`config.mk`:
```
export PLATFORM = sky130hd
export DESIGN_NAME = ram_write_driver
export DESIGN_NICKNAME = d
export VERILOG_FILES = /design/src/rtl/ram_write_driver_pkg.sv /design/src/rtl/ram_write_driver.sv
export SDC_FILE = /design/constraint.sdc
export NUM_CORES = 1
export LEC_CHECK = 0
export BUFFER_PORTS_ARGS = -buffer_cell sky130_fd_sc_hd__buf_2
export CAP_MARGIN = 25
export CORE_AREA = 3 3 72 74
export DETAILED_ROUTE_END_ITERATION = 10
export DIE_AREA = 0 0 75 77
export PLACE_DENSITY = 0.7
export SYNTH_ARGS = -nofsm -noshare
export SYNTH_HDL_FRONTEND = slang
export SYNTH_SLANG_ARGS = --single-unit
```
`constraint.sdc`:
```
create_clock -name clk -period 3.6 [get_ports clk]
set_clock_uncertainty 0.1 [all_clocks]
set_input_delay 0.72 -clock clk [delete_from_list [all_inputs] [get_ports clk]]
set_output_delay 0.72 -clock clk [all_outputs]
set_load 0.05 [all_outputs]
```
`src/rtl/ram_write_driver_pkg.sv`:
```
// Shared constants, state encoding and address helpers for the weight RAM
// read/write drivers.
package ram_write_driver_pkg;

  localparam int ADDR_W     = 10;
  localparam int DATA_W     = 8;
  localparam int LAYER_SIZE = 256;
  localparam int LAYER_W    = 2;
  localparam int LEN_W      = 9;
  localparam int OFS_W      = 8;

  typedef enum logic [1:0] {
    ST_IDLE  = 2'd0,
    ST_LOAD  = 2'd1,
    ST_CHECK = 2'd2,
    ST_DONE  = 2'd3
  } state_t;

  // First RAM address of a layer region.
  function automatic logic [ADDR_W-1:0] layer_base(input logic [LAYER_W-1:0] layer);
    return ADDR_W'(layer) * ADDR_W'(LAYER_SIZE);
  endfunction

  // A request is legal when it fits in one layer region and is not empty.
  function automatic logic length_ok(input logic [LEN_W-1:0] len);
    return (len != 9'd0) && (len <= 9'd256);
  endfunction

endpackage

```
`src/rtl/ram_write_driver.sv`:
```
// Streams weight bytes into one 256-byte layer region of the weight RAM.
// Optional WRITE_DRIVER_CHECKSUM_EN adds a trailing mod-256 checksum byte.
module ram_write_driver
  import ram_write_driver_pkg::*;
(
  input  logic              clk,
  input  logic              reset,
  input  logic              start,
  input  logic [LAYER_W-1:0] layer,
  input  logic [LEN_W-1:0]  length,
  input  logic [DATA_W-1:0] in_data,
  input  logic              in_valid,
  output logic              in_ready,
  output logic [ADDR_W-1:0] RAM_address,
  output logic [DATA_W-1:0] RAM_din,
  output logic              RAM_we,
  output logic              busy,
  output logic              load_done,
  output logic              error
);

  state_t               state_r;
  state_t               state_s;
  logic [LAYER_W-1:0]   layer_r;
  logic [LEN_W-1:0]     len_r;
  logic [LEN_W-1:0]     count_r;
  logic                 handshake_s;
  logic                 last_s;
`ifdef WRITE_DRIVER_CHECKSUM_EN
  logic [DATA_W-1:0]    sum_r;
`endif

  assign handshake_s = in_valid & in_ready;
  assign last_s      = (state_r == ST_LOAD) && handshake_s && (count_r == len_r - 9'd1);

  // State register.
  always_ff @(posedge clk or negedge reset) begin
    if (!reset) begin
      state_r <= ST_IDLE;
    end else begin
      state_r <= state_s;
    end
  end

  // Next-state logic.
  always_comb begin
    state_s = state_r;
    case (state_r)
      ST_IDLE: begin
        if (start && length_ok(length)) begin
          state_s = ST_LOAD;
        end else begin
          state_s = ST_IDLE;
        end
      end
      ST_LOAD: begin
        if (last_s) begin
`ifdef WRITE_DRIVER_CHECKSUM_EN
          state_s = ST_CHECK;
`else
          state_s = ST_DONE;
`endif
        end else begin
          state_s = ST_LOAD;
        end
      end
      ST_CHECK: begin
`ifdef WRITE_DRIVER_CHECKSUM_EN
        if (handshake_s) begin
          state_s = (in_data == sum_r) ? ST_DONE : ST_IDLE;
        end else begin
          state_s = ST_CHECK;
        end
`else
        state_s = ST_IDLE;
`endif
      end
      ST_DONE: state_s = ST_IDLE;
      default: state_s = ST_IDLE;
    endcase
  end

  // Handshake and status outputs decoded from state only.
  always_comb begin
    in_ready = 1'b0;
    busy     = 1'b0;
    case (state_r)
      ST_IDLE:  begin in_ready = 1'b0; busy = 1'b0; end
      ST_LOAD:  begin in_ready = 1'b1; busy = 1'b1; end
      ST_CHECK: begin in_ready = 1'b1; busy = 1'b1; end
      ST_DONE:  begin in_ready = 1'b0; busy = 1'b1; end
      default:  begin in_ready = 1'b0; busy = 1'b0; end
    endcase
  end

  // Request latch, offset counter, registered RAM write and status pulses.
  always_ff @(posedge clk or negedge reset) begin
    if (!reset) begin
      layer_r     <= '0;
      len_r       <= '0;
      count_r     <= '0;
      RAM_address <= '0;
      RAM_din     <= '0;
      RAM_we      <= 1'b0;
      load_done   <= 1'b0;
      error       <= 1'b0;
`ifdef WRITE_DRIVER_CHECKSUM_EN
      sum_r       <= '0;
`endif
    end else begin
      RAM_we    <= 1'b0;
      error     <= 1'b0;
      load_done <= (state_s == ST_DONE);
      if ((state_r == ST_IDLE) && start) begin
        if (length_ok(length)) begin
          layer_r <= layer;
          len_r   <= length;
          count_r <= '0;
`ifdef WRITE_DRIVER_CHECKSUM_EN
          sum_r   <= '0;
`endif
        end else begin
          error <= 1'b1;
        end
      end
      if ((state_r == ST_LOAD) && handshake_s) begin
        RAM_we      <= 1'b1;
        RAM_address <= layer_base(layer_r) + ADDR_W'(count_r[OFS_W-1:0]);
        RAM_din     <= in_data;
        count_r     <= count_r + 9'd1;
`ifdef WRITE_DRIVER_CHECKSUM_EN
        sum_r       <= sum_r + in_data;
`endif
      end
`ifdef WRITE_DRIVER_CHECKSUM_EN
      if ((state_r == ST_CHECK) && handshake_s && (in_data != sum_r)) begin
        error <= 1'b1;
      end
`endif
    end
  end

endmodule
```
Yosys cells after proc, flatten, opt, wreduce, memory -nomap -nowiden
Index checks and enable logic that the tools add are counted.
- register bits: 43
- input port bits: 23
- add/sub/neg operators: 3
- order comparisons: 1
- eq/ne operators: 5
- multiplexer cells: 11
- bitwise operators: 1
- reductions and logical operators: 15
- operators by type and width (operator ; count):
    $mux 9 ; 3
    $add 10x8->10 ; 1
    $add 9x1->9 const B ; 1
    $eq 9x9->1 ; 1
    $le 9x9->1 const B ; 1
    $reduce_bool 9->1 ; 1
    $sub 9x1->9 const B ; 1
    $eq 2x2->1 const B ; 3
    $pmux 2 s3 ; 1
    $reduce_or 2->1 ; 3
    $logic_and 1x1->1 ; 5
    $mux 1 ; 4
    $pmux 1 s2 ; 2
    $reduce_and 2->1 ; 2
    $reduce_bool 2->1 ; 2
    $reduce_or 3->1 ; 1
    $eq 2x1->1 const B ; 1
    $logic_not 2->1 ; 1
    $mux 2 ; 1
    $and 1x1->1 ; 1

Depth between registers and ports, before layout
Gate-level depths: netlist of the first run.
- word-level depth: 9
- depth in mapped cells: 8
- depth with buffers taken out: 7

Worst setup path before layout of the first run
No wires, ideal clock.
- path type: input -> register
- start point: input port length[5]
- end point: register layer_r[0]
- data arrival time: 2.275 ns
- required time: 3.375 ns
- setup slack: 1.100 ns
- stages on the path: 5
- cells stage by stage: or4_1 o21a_1 nor3_4 buf_6 mux2_4
- cells in the longest elaborated chain, start to end: 3
- ends and longest elaborated chain (item ; RTL line ; RTL):
    from (decl) ; ram_write_driver.sv:10 ; input logic [LEN_W-1:0] length,
    $le 9x9->1 / $reduce_bool 9->1 (equally long branches) ; ram_write_driver_pkg.sv:26 ; return (len != 9'd0) && (len <= 9'd256);
    $logic_and 1x1->1 * ; ram_write_driver_pkg.sv:26 ;
    $reduce_and 2->1 (no line) * ; - ;
    to (signal assigned) ; ram_write_driver.sv:116 ; layer_r <= layer;
    to (decl) ; ram_write_driver.sv:24 ; logic [LAYER_W-1:0] layer_r;
Every way passes the cells marked *; elsewhere a longest branch is shown, timed or not.
A chain may end at the register's enable or synchronous reset.

Worst setup path after layout of the first run
Ends and elaborated chain as after synthesis.

==> metrics.sh, run 1 <==
CTSHTREEMAXLEVEL=2
ROUTE.ANTENNA.REMAINING_NETS=0
ROUTE.VIAS.TOTAL=1768
FLOORPLAN.IO_PINS=46
VIA_PER_INST=5.358
DPL_CELL_AREA_SQ_MM=0.002435
DIEAREA_SQ_MM=0.005775
N_ANTENNA_CELL=0
AREA_DELTA_SYNTH_FINAL_PCT=18.62
CLK_SLEW_ON_WORST_S_H_PATHS_PS=80
STATUS='finished, final reports clean'
SETUP-VIOLATIONS-FINAL=0
SYNTH.AVG_CELL_AREA_SQ_UM=9.363
HOLD_PATH.CLASS='in -> async'
CRIT_FANOUT=10
GRT.MET1_USAGE_PCT=23.82
CTS_TREE='yes'
SYNTH_SIMPLE_GATE_AREA_SHARE_PCT=23.87
POST_SYNTH_INSTANCE_AREA_SQ_MM=0.002191
VDD_IR_DROP_MAX_uV=483.7
PERIOD_SHARE_PCT=72.96
FINAL_TOTAL_NEGATIVE_SETUP_SLACK_PS=0
CTS_RESIZED=0
TRACK_USAGE_PCT=17.71
FINAL_NON_FILLER_CELL_AREA_SQ_MM=0.002599
START_UTIL_PCT=47.01
FINALPOWER_uW=1772
PLACE_WS_PS=662.3
TIMING.SETUP.CRITICAL_PATH_CLASS='in -> reg'
MET3_RESOURCE_USE_GR_PCT=4.718
MAX_FREQ_MHz=380.7
FILLERS=408
SYNTH_COMPOUND_AREA_SHARE_PCT=9.880
TIMING_MAX_TRANSITION_VIOLATIONS_FINAL=0
REMAINING_DRC_ERRORS=0
FINAL.HOLD.WORST_SLACK_PS=281.0
CLOCK_SINKS=43
CAP_VIOL_MAX_COUNT=0
WIRELENGTH_UM=4557
CLK-INSERTION-DELAY-LATE_PS=300
POSTLAYOUTSETUPSLACKWORST_PS=973.3
DRIVE_GT1_SHARE_PCT=24.64
POST_SYNTH_FA_HA_MAJ_AREA_FRACTION_PCT=2.856
NUMBER_OF_ANTENNA_VIOLATIONS_AT_THE_FIRST_CHECK_IN_GLOBAL_ROUTING=0
NUMPORTBUFFERS=45
DR.PASS1.ITERS=4
WORSTMARGINPINSLEW_PS=835.8
CRITICAL_PATH_REQUIRED_PS=3680
FP.DIEH_UM=77
SYNTHXORXNORAREAFRAC_PCT=4.397
HOLD_VIOLATIONS=0
ROUTEDWLPERCELL_UM=13.81
POWER.LEAKAGE_uW=0.001308
FINALWORSTPATHREQUIREDPERIOD_PS=2627
SYN_INST=234
PWR_DENSITY_CELL_mW_PER_MM2=681.9
PIN_COUNT_OF_THE_BIGGEST_NET_ENTERING_GLOBAL_ROUTING=44
COREAREA_SQ_MM=0.004661
OVERFLOW=0
YS_SEQ_ELEMENTS=43
SYNTH_TOP_FAMILY_BY_AREA='simple AND/OR/NAND/NOR gates'
TOP_USAGE_LAYER='met2'
FIN_NETS=303
STARTPOINT_TYPE='input pin'
ARRIVAL_TIME_AT_THE_WORST_ENDPOINT_PS=2710
DRT-INITIAL-DRC-COUNT=143
NUMBER_OF_SETUP_BUFFERS_ADDED_AFTER_CTS=0
GRT_FIRST_PASS_WIRELENGTH_UM=7941
PLACE_HPWL_UM=3167
CLOCK_ROOT_CELL='sky130_fd_sc_hd__clkbuf_8'
YS_SEQ_AREA_SHARE_PCT=49.11
POST_SYNTH_NUM_CELL_TYPES=40
WORSTSETUPENDPOINTTYPE='flip-flop'
CLOCK_PATH_BUFFERS=2
SYNTHESIS.NETS=262
TIMING.REG2REG.WORST_PATH_DEPTH=7
DIE_X_UM=75
SETUP_REPAIR_AFTER_GLOBAL_ROUTING_MISSED_ITS_MARGIN='false'
FLOORPLAN.ROWS=25
PLACE.GP.CONGESTION=0.8660
FIRST_GLOBAL_VIAS=1669
YOSYS_WARNINGS=0
SYNTHMUXAREASHARE_PCT=5.425
POSTCTSHOLDBUFS=0
MET2_USAGE_PCT=27.44
CTS_INSERTED_BUFFERS=5
RELSLEWSLACK_PCT=43.77
## cell usage after synthesis, drive strengths merged
library cell  instances  area share, %
a211o                 2           0.80
a211oi                1           0.34
a21boi                1           0.34
a21oi                 9            2.1
a31oi                 2           0.57
a32oi                 1           0.40
a41oi                 2           0.80
and3                  4            1.1
and3b                 1           0.40
and4b                 1           0.46
buf                   4            1.4
clkbuf               11            1.9
dfrtp                43             49
ha                    5            2.9
inv                   7            1.2
mux2                  8            5.0
mux2i                 1           0.46
nand2                67             11
nand3                 5            1.1
nand4                 1           0.29
nor2                  4           0.69
nor2b                 3           0.86
nor3                  8            2.3
nor3b                 1           0.34
nor4                  5            1.4
nor4b                 3            1.2
o21a                  4            1.4
o21ai                12            2.9
o22ai                 1           0.29
or2                   1           0.29
or3                   1           0.29
or4                   4            1.5
xnor2                 8            3.2
xor2                  3            1.2
## final cells by class
type / count / area (sq um) / share of cell area (%)
Inverter: 7 / 26.28 / 1.011
Clock inverter: 3 / 67.56 / 2.600
Sequential cell: 43 / 1076 / 41.41
Clock buffer: 5 / 68.82 / 2.648
Multi-Input combinational cell: 169 / 1017 / 39.14
Tap cell: 54 / 67.56 / 2.600
Timing Repair Buffer: 49 / 275.3 / 10.59
## report_power, final
| part | internal [uW] | switching [uW] | leakage, uW |
|---|---|---|---|
| Clock | 277 | 168 | 0.0000644 |
| Sequential | 595 | 102 | 0.000557 |
| Combinational | 194 | 436 | 0.000687 |
## sequential cells by signal, indices dropped and copies added (netlist names)
register     flops
RAM_address     10
count_r          9
len_r            9
RAM_din          8
layer_r          2
state_r          2
RAM_we           1
error            1
load_done        1
## cell usage in the layout, fill, tap and decap left out, drive strengths merged, types with 7 or more instances in the layout
| cell type | Yosys | layout |
|---|---|---|
| dfrtp | 43 | 43 |
| mux2 | 8 | 8 |
| xnor2 | 8 | 8 |
| a21oi | 9 | 9 |
| inv | 7 | 7 |
| nor3 | 8 | 8 |
| nand2 | 67 | 67 |
| o21ai | 12 | 12 |
| buf | 4 | 49 |
## through the flow
step / std cells / utilization, %
after floorplan: 234 / -
after CTS: 329 / 55.17
after global placement: 321 / 52.24
after detailed placement: 321 / 52.24
final: 330 / 55.76
after global routing: 330 / 55.76
## metal layers
metal,up-vias,wire [um]
li1,879,-
met1,820,2101
met2,60,2111
met3,9,275
met4,0,70
met5,-,0
## worst max-delay path, cell delays in order
cell and delay (ps):
sky130_fd_sc_hd__buf_2 100, sky130_fd_sc_hd__or4_1 590, sky130_fd_sc_hd__o21a_1 250, sky130_fd_sc_hd__nor3_4 500, sky130_fd_sc_hd__buf_4 250, sky130_fd_sc_hd__mux2_4 300
## logic make-up (layout without fill, tap and decap cells)
| kind of cell | count (synthesis) | in the layout |
|---|---|---|
| muxes | 9 | 9 |
| DFF | 43 | 43 |
| adders and majority gates | 5 | 5 |
| AOI/OAI and AO/OA | 35 | 35 |
| buffers and inverters | 22 | 64 |
| and+or+nand+nor | 109 | 109 |
| xor gates and xnor gates | 11 | 11 |
## worst paths after layout
| check | from | endpoint | slack, ps |
|---|---|---|---|
| setup / recovery | length[5] | layer_r[0]$_DFFE_PN0P_ | 970 |
| hold / removal | reset | len_r[8]$_DFFE_PN0P_ | 280 |
| setup reg to reg | len_r[0]$_DFFE_PN0P_ | load_done$_DFF_PN0_ | 1260 |
| hold reg to reg | layer_r[0]$_DFFE_PN0P_ | RAM_address[8]$_DFFE_PN0P_ | 370 |
| max in group asynchronous | reset | count_r[7]$_DFFE_PN0P_ | 2630 |
| min in group clk | layer_r[0]$_DFFE_PN0P_ | RAM_address[8]$_DFFE_PN0P_ | 370 |
No activity file was read; power rests on OpenSTA's default activity.
==> run 2, diff against run 1 <==
--- a/config.mk
+++ b/config.mk
@@ -10,7 +10,7 @@
 export CORE_AREA = 3 3 72 74
 export DETAILED_ROUTE_END_ITERATION = 10
 export DIE_AREA = 0 0 75 77
-export PLACE_DENSITY = 0.7
+export PLACE_DENSITY = 0.73
 export SYNTH_ARGS = -nofsm -noshare
 export SYNTH_HDL_FRONTEND = slang
 export SYNTH_SLANG_ARGS = --single-unit
==> constraint.sdc (replaced) <==
create_clock -name clk -period 2.4 [get_ports clk]
set_clock_uncertainty 0.1 [all_clocks]
set_input_delay 0.48 -clock clk [delete_from_list [all_inputs] [get_ports clk]]
set_output_delay 0.48 -clock clk [all_outputs]
set_load 0.05 [all_outputs]
==> run 2 against run 1 <==
  * Critical path depth decreased by 1
  * Flip-flop and latch count unchanged
  * Sequential share of layout area increased by 0.060 points
  * Via count increased by 0.34%
  * Wire length increased by 5.3%
  * Worst setup slack got worse by 690 ps
  * Register-to-register slack got worse by 970 ps
  * Cell count increased by 2.7%
  * Global-route usage increased by 1.1 points
  * First-iteration DRC count decreased by 20%
  * Utilization decreased by 0.080 points
  * Critical path type is now reg -> reg
  * Critical endpoint is now state_r[1]$_DFF_PN0_
==> metrics.sh, run 2 (synthesized netlist as in run 1, its figures left out) <==
ROUTEDWLPERCELL_UM=14.15
FINAL_UTIL_PCT=55.68
SETUP-VIOLATIONS-FINAL=0
CRIT_FANOUT=5
WORSTPATHBUFFERINVERTERCOUNT=0
LAYOUT_TOP_REGISTERS='RAM_address: 10 flops, count_r: 9 flops, len_r: 9 flops'
POSTCTSHOLDBUFS=0
CRITICAL_PATH_REQUIRED_PS=2500
MOSTFREQUENTLAYOUTCELLS='67 x sky130_fd_sc_hd__nand2_1, 45 x sky130_fd_sc_hd__buf_2, 43 x sky130_fd_sc_hd__dfrtp_1'
FLOORPLAN.ROWS=25
FINAL_COMMON_CELL='sky130_fd_sc_hd__nand2_1'
COREAREA_SQ_MM=0.004661
CLK_SLEW_ON_WORST_S_H_PATHS_PS=80
SEQ_POWER_SHARE_PCT=42.0
POWER.LEAKAGE_uW=0.001321
ROUTE.LAYER.MET1.WL_UM=2220
CRITICAL-PATH-SLOWEST-CELL='sky130_fd_sc_hd__or4_4'
FINAL_TOTAL_NEGATIVE_SETUP_SLACK_PS=0
FILLERS=422
CLOCK_PATH_BUFFERS=2
TRACK_USAGE_PCT=18.80
TIMING.REG2REG.WORST_PATH_DEPTH=5
WORST-PATH-STAGES=5
START_UTIL_PCT=47.01
CAP_VIOL_MAX_COUNT=0
DRT-INITIAL-DRC-COUNT=115
ARRIVAL_TIME_AT_THE_WORST_ENDPOINT_PS=2210
CTS_RESIZED=0
VDD_IR_DROP_MAX_uV=822.1
NUMBER_OF_ANTENNA_VIOLATIONS_AT_THE_FIRST_CHECK_IN_GLOBAL_ROUTING=0
PLACE_WS_PS=46.73
ENDPOINT='state_r[1]$_DFF_PN0_'
REMAINING_DRC_ERRORS=0
FIRST_GLOBAL_VIAS=1796
FLIP_FLOP_COUNT_OF_THE_LARGEST_REGISTER_ALL_COPIES_AND_WORDS_ADDED=10
FINAL.HOLD.WORST_SLACK_PS=145.4
MAX_FREQ_MHz=473.4
PWR-SHARE-CLK_PCT=18.3
R2R_END='state_r[1]$_DFF_PN0_'
FINALWORSTPATHREQUIREDPERIOD_PS=2113
DIE_X_UM=75
FINALPOWER_uW=2472
FP.DIEH_UM=77
TIMING.CRITICAL_PATH.CELLS='or4_4, or4_1, a21oi_1, a211oi_1, nor4b_1'
RELSLEWSLACK_PCT=62.97
AREA_DELTA_SYNTH_FINAL_PCT=18.45
WORSTSETUPENDPOINTTYPE='flip-flop'
POWER_SPENT_CHARGING_AND_DISCHARGING_NETS_uW=1071
CTSHTREEMAXLEVEL=2
FLOORPLAN.IO_PINS=46
PLACE_HPWL_UM=3426
NUMBER_OF_SETUP_BUFFERS_ADDED_AFTER_CTS=0
ROUTE.VIAS.TOTAL=1774
HOLD_VIOLATIONS=0
DIEAREA_SQ_MM=0.005775
CLK-INSERTION-DELAY-LATE_PS=300
DRIVE_GT1_SHARE_PCT=26.67
CTS_INSERTED_BUFFERS=5
GRT_FIRST_PASS_WIRELENGTH_UM=8500
PLACE.GP.CONGESTION=0.8604
SETUP_REPAIR_AFTER_GLOBAL_ROUTING_MISSED_ITS_MARGIN='false'
PWR_DENSITY_CELL_mW_PER_MM2=952.5
INTERNAL_POWER_uW=1401
ROUTE.MET2.WL_UM=2296
DR.PASS1.ITERS=4
REGMOSTFLOPS='RAM_address'
CLOCK_ROOT_CELL='sky130_fd_sc_hd__clkbuf_8'
STARTPOINT_TYPE='flip-flop'
TIMING.CRITICAL_PATH.FROM='len_r[1]$_DFFE_PN0P_'
CTS_TREE='yes'
WORSTMARGINPINSLEW_PS=555.4
NUMPORTBUFFERS=45
TIMING_MAX_TRANSITION_VIOLATIONS_FINAL=0
VIA_PER_INST=5.233
FIN_NETS=312
R2R_SETUP_SLACK_PS=290
HOLD_PATH.CLASS='in -> async'
POSTLAYOUTSETUPSLACKWORST_PS=287.5
STATUS='finished, final reports clean'
TIMING.SETUP.CRITICAL_PATH_CLASS='reg -> reg'
CP_TOP_FAMILY='simple AND/OR/NAND/NOR gates'
POWER_FRAC_COMB_PCT=39.6
R2R-START='len_r[1]$_DFFE_PN0P_'
WL_MET3_UM=226
MAX_STAGE_DELAY_PS=570
N_ANTENNA_CELL=0
HIGHEST_LAYER='met4'
PIN_COUNT_OF_THE_BIGGEST_NET_ENTERING_GLOBAL_ROUTING=44
PERIOD_SHARE_PCT=88.02
ROUTE.ANTENNA.REMAINING_NETS=0
POWER_SWITCHING_SHARE_PCT=43.33
CLOCK_SINKS=43
WIRELENGTH_UM=4797
OVERFLOW=0
## run 2: changes by cell type in the layout (fill, tap and decap cells not counted)
cell / previous run / this run
sky130_fd_sc_hd__clkbuf_1: 0 / 1
sky130_fd_sc_hd__buf_4: 3 / 13
sky130_fd_sc_hd__clkinv_2: 0 / 1
sky130_fd_sc_hd__buf_16: 1 / 0
sky130_fd_sc_hd__bufinv_16: 2 / 0
## run 2: per-stage QoR
| step | instances | instance area [sq um] |
|---|---|---|
| after floorplan | 234 | 2191 |
| after global placement | 331 | 2510 |
| after detailed placement | 331 | 2510 |
| after CTS | 339 | 2595 |
| after global routing | 339 | 2595 |
| final | 339 | 2595 |
## run 2: worst min path at each step
stage,start,to,slack [ps]
2_1_floorplan,reset,RAM_address[0]$_DFFE_PN0P_,80
3_3_place_gp,RAM_address[0]$_DFFE_PN0P_,RAM_address[0]$_DFFE_PN0P_,360
3_5_place_dp,RAM_din[0]$_DFFE_PN0P_,RAM_din[0]$_DFFE_PN0P_,360
4_1_cts,reset,load_done$_DFF_PN0_,170
5_1_grt,reset,RAM_address[6]$_DFFE_PN0P_,200
6_report,reset,load_done$_DFF_PN0_,150
## run 2: layout make-up
cell class	instances	area, sq um	area share, %
sequential	43	1076	41.47
multi-input combinational	169	1017	39.20
timing repair buffer	58	322.8	12.44
clock buffer	6	72.57	2.797
tap	54	67.56	2.604
inverter	7	26.28	1.013
clock inverter	2	12.51	0.4822
## run 2: per-layer routing
| metal | GRT usage [%] | vias up |
|---|---|---|
| met4 | 4.804 | 0 |
| met3 | 4.718 | 6 |
| li1 | - | 896 |
| met2 | 29.09 | 34 |
| met5 | 0 | - |
| met1 | 26.12 | 838 |
## run 2: power by group through the flow
stage | Clock, uW | Sequential, uW | Combinational (uW)
finish | 453 | 1040 | 980
detailed placement | 0 | 1050 | 986
global placement | 0 | 1050 | 962
CTS | 467 | 1040 | 988
floorplan | 0 | 1390 | 397
global route | 505 | 1070 | 1060
==> run 3, diff against run 2 <==
--- a/config.mk
+++ b/config.mk
@@ -10,7 +10,7 @@
 export CORE_AREA = 3 3 72 74
 export DETAILED_ROUTE_END_ITERATION = 10
 export DIE_AREA = 0 0 75 77
-export PLACE_DENSITY = 0.73
+export PLACE_DENSITY = 0.7
 export SYNTH_ARGS = -nofsm -noshare
 export SYNTH_HDL_FRONTEND = slang
 export SYNTH_SLANG_ARGS = --single-unit
==> constraint.sdc (replaced) <==
create_clock -name clk -period 1.97 [get_ports clk]
set_clock_uncertainty 0.1 [all_clocks]
set_input_delay 0.394 -clock clk [delete_from_list [all_inputs] [get_ports clk]]
set_output_delay 0.394 -clock clk [all_outputs]
set_load 0.05 [all_outputs]
==> run 3 against run 2 <==
  * The flow now finishes with violations (setup timing)
  * Wire length increased by 3.3%
  * Global-route usage decreased by 0.23 points
  * Cell area increased by 8.7%
  * Critical endpoint unchanged
  * First-iteration DRC count decreased by 52%
  * Total power increased by 31%
  * Critical path depth increased by 1
  * Die area unchanged
  * Non-clock buffer count increased by 19
  * Utilization increased by 4.8 points
  * Via count increased by 5.9%
  * Clock power increased by 52%
  * Maximum frequency increased by 3.6%
==> metrics.sh, run 3 (synthesized netlist as in run 1, its figures left out) <==
DRIVE_GT1_SHARE_PCT=34.98
ROUTEDWLPERCELL_UM=13.87
START_UTIL_PCT=47.01
TRACK_USAGE_PCT=18.58
FINAL.HOLD.WORST_SLACK_PS=46.07
POWER_FRAC_COMB_PCT=40.6
FINALPOWER_uW=3243
WORSTSETUPENDPOINTTYPE='flip-flop'
PLACE_HPWL_UM=3569
RELSLEWSLACK_PCT=64.64
FINALWORSTPATHREQUIREDPERIOD_PS=2039
VDD_IR_DROP_MAX_uV=841.9
CLOCK_PATH_BUFFERS=2
SEQ_POWER_SHARE_PCT=38.3
CTS_TREE='yes'
TIMING.REG2REG.WORST_PATH_DEPTH=6
FILLERS=409
FLOORPLAN.IO_PINS=46
CTS_INSERTED_BUFFERS=5
DR.PASS1.ITERS=4
ROUTE.ANTENNA.REMAINING_NETS=0
CAP_VIOL_MAX_COUNT=0
CLK-INSERTION-DELAY-LATE_PS=300
SETUP_REPAIR_AFTER_GLOBAL_ROUTING_MISSED_ITS_MARGIN='true'
REMAINING_DRC_ERRORS=0
VIOLATED_CHECKS='setup timing'
FINAL_COMMON_CELL='sky130_fd_sc_hd__nand2_1'
ENDPOINT='state_r[1]$_DFF_PN0_'
FLIP_FLOP_COUNT_OF_THE_LARGEST_REGISTER_ALL_COPIES_AND_WORDS_ADDED=10
HOLD_PATH.CLASS='in -> async'
CTSHTREEMAXLEVEL=2
SETUP-VIOLATIONS-FINAL=2
DIE_X_UM=75
COREAREA_SQ_MM=0.004661
STARTPOINT_TYPE='flip-flop'
AREA_DELTA_SYNTH_FINAL_PCT=28.73
MAX_FREQ_MHz=490.3
PERIOD_SHARE_PCT=103.5
NUMPORTBUFFERS=45
R2R_END='state_r[1]$_DFF_PN0_'
DIEAREA_SQ_MM=0.005775
ARRIVAL_TIME_AT_THE_WORST_ENDPOINT_PS=2160
N_ANTENNA_CELL=0
TIMING.CRITICAL_PATH.FROM='len_r[1]$_DFFE_PN0P_'
FIRST_GLOBAL_VIAS=1879
STATUS='complete, but fails checks'
FINAL_UTIL_PCT=60.51
PLACE.GP.CONGESTION=0.7986
CRIT_FANOUT=3
CLOCK_SINKS=43
LAYOUT_TOP_REGISTERS='RAM_address: 10 flops, count_r: 9 flops, len_r: 9 flops'
R2R-START='len_r[1]$_DFFE_PN0P_'
CLK_SLEW_ON_WORST_S_H_PATHS_PS=80
R2R_SETUP_SLACK_PS=-70
PWR-SHARE-CLK_PCT=21.2
MOSTFREQUENTLAYOUTCELLS='67 x sky130_fd_sc_hd__nand2_1, 45 x sky130_fd_sc_hd__buf_2, 43 x sky130_fd_sc_hd__dfrtp_1'
DRT-INITIAL-DRC-COUNT=55
VIA_PER_INST=5.263
NUMBER_OF_ANTENNA_VIOLATIONS_AT_THE_FIRST_CHECK_IN_GLOBAL_ROUTING=0
FLOORPLAN.ROWS=25
WORSTMARGINPINSLEW_PS=530.4
INTERNAL_POWER_uW=1903
CRITICAL_PATH_REQUIRED_PS=2090
WIRELENGTH_UM=4953
POWER.LEAKAGE_uW=0.001436
FIN_NETS=331
FP.DIEH_UM=77
PWR_DENSITY_CELL_mW_PER_MM2=1150
POSTLAYOUTSETUPSLACKWORST_PS=-69.46
TIMING.SETUP.CRITICAL_PATH_CLASS='reg -> reg'
OVERFLOW=0
ROUTE.VIAS.TOTAL=1879
CLOCK_ROOT_CELL='sky130_fd_sc_hd__clkbuf_8'
HOLD_VIOLATIONS=0
PIN_COUNT_OF_THE_BIGGEST_NET_ENTERING_GLOBAL_ROUTING=44
POWER_SPENT_CHARGING_AND_DISCHARGING_NETS_uW=1340
REGMOSTFLOPS='RAM_address'
POWER_SWITCHING_SHARE_PCT=41.31
GRT_FIRST_PASS_WIRELENGTH_UM=8314
TIMING_MAX_TRANSITION_VIOLATIONS_FINAL=0
## run 3: layout make-up
class / instances / area (sq um) / area share (%)
sequential: 43 / 1076 / 38.15
clock inverter: 2 / 37.54 / 1.331
inverter: 7 / 26.28 / 0.9317
clock buffer: 5 / 68.82 / 2.440
tap: 54 / 67.56 / 2.396
multi-input combinational: 169 / 1079 / 38.24
timing repair buffer: 77 / 465.4 / 16.50
## run 3: per-stage QoR
stage                     cell area (sq um)  setup TNS, ps  setup WS (ps)  instances
after floorplan                        2217         -419.6         -83.91        234
after CTS                              2784         -241.6         -126.0        357
after global placement                 2663          -2791         -180.9        348
final                                  2820         -115.2         -69.46        357
after detailed placement               2663          -3161         -201.0        348
after global routing                   2820         -308.2         -162.3        357
## run 3: how the worst min path moves through the flow
stage,startpoint,to
5_1_grt,reset,error$_DFF_PN0_
4_1_cts,reset,error$_DFF_PN0_
6_report,reset,error$_DFF_PN0_
3_3_place_gp,RAM_din[5]$_DFFE_PN0P_,RAM_din[5]$_DFFE_PN0P_
2_1_floorplan,reset,RAM_address[0]$_DFFE_PN0P_
3_5_place_dp,RAM_address[8]$_DFFE_PN0P_,RAM_address[8]$_DFFE_PN0P_
## run 3: what timing repair did
item | in CTS | in global routing
setup buffers | 2 | 0
hold endpoints to repair | 0 | 0
pin swaps | 1 | 1
gates resized for setup | 1 | 7
endpoints found under the setup margin | 2 | 2
hold buffers | 0 | 0
## run 3: power by group through the flow
stage | clock network [uW] | registers, uW | logic (uW)
global placement | 0 | 1260 | 1260
CTS | 701 | 1240 | 1310
floorplan | 0 | 1690 | 491
finish | 687 | 1240 | 1320
detailed placement | 0 | 1260 | 1290
global route | 737 | 1270 | 1420
## run 3: routing by layer
metal	vias to the layer above	GRT usage, %	wire length (um)
li1	930	-	-
met1	896	23.01	2263
met2	45	30.57	2389
met3	8	3.670	201
met4	0	8.185	98
met5	-	0	0
## run 3: worst max-delay path, stage by stage (launching register included)
cell	delay, ps
sky130_fd_sc_hd__dfrtp_1	410
sky130_fd_sc_hd__or4_4	540
sky130_fd_sc_hd__buf_4	150
sky130_fd_sc_hd__o21ai_1	190
sky130_fd_sc_hd__and4b_1	240
sky130_fd_sc_hd__a211oi_2	60
sky130_fd_sc_hd__nor4b_2	250
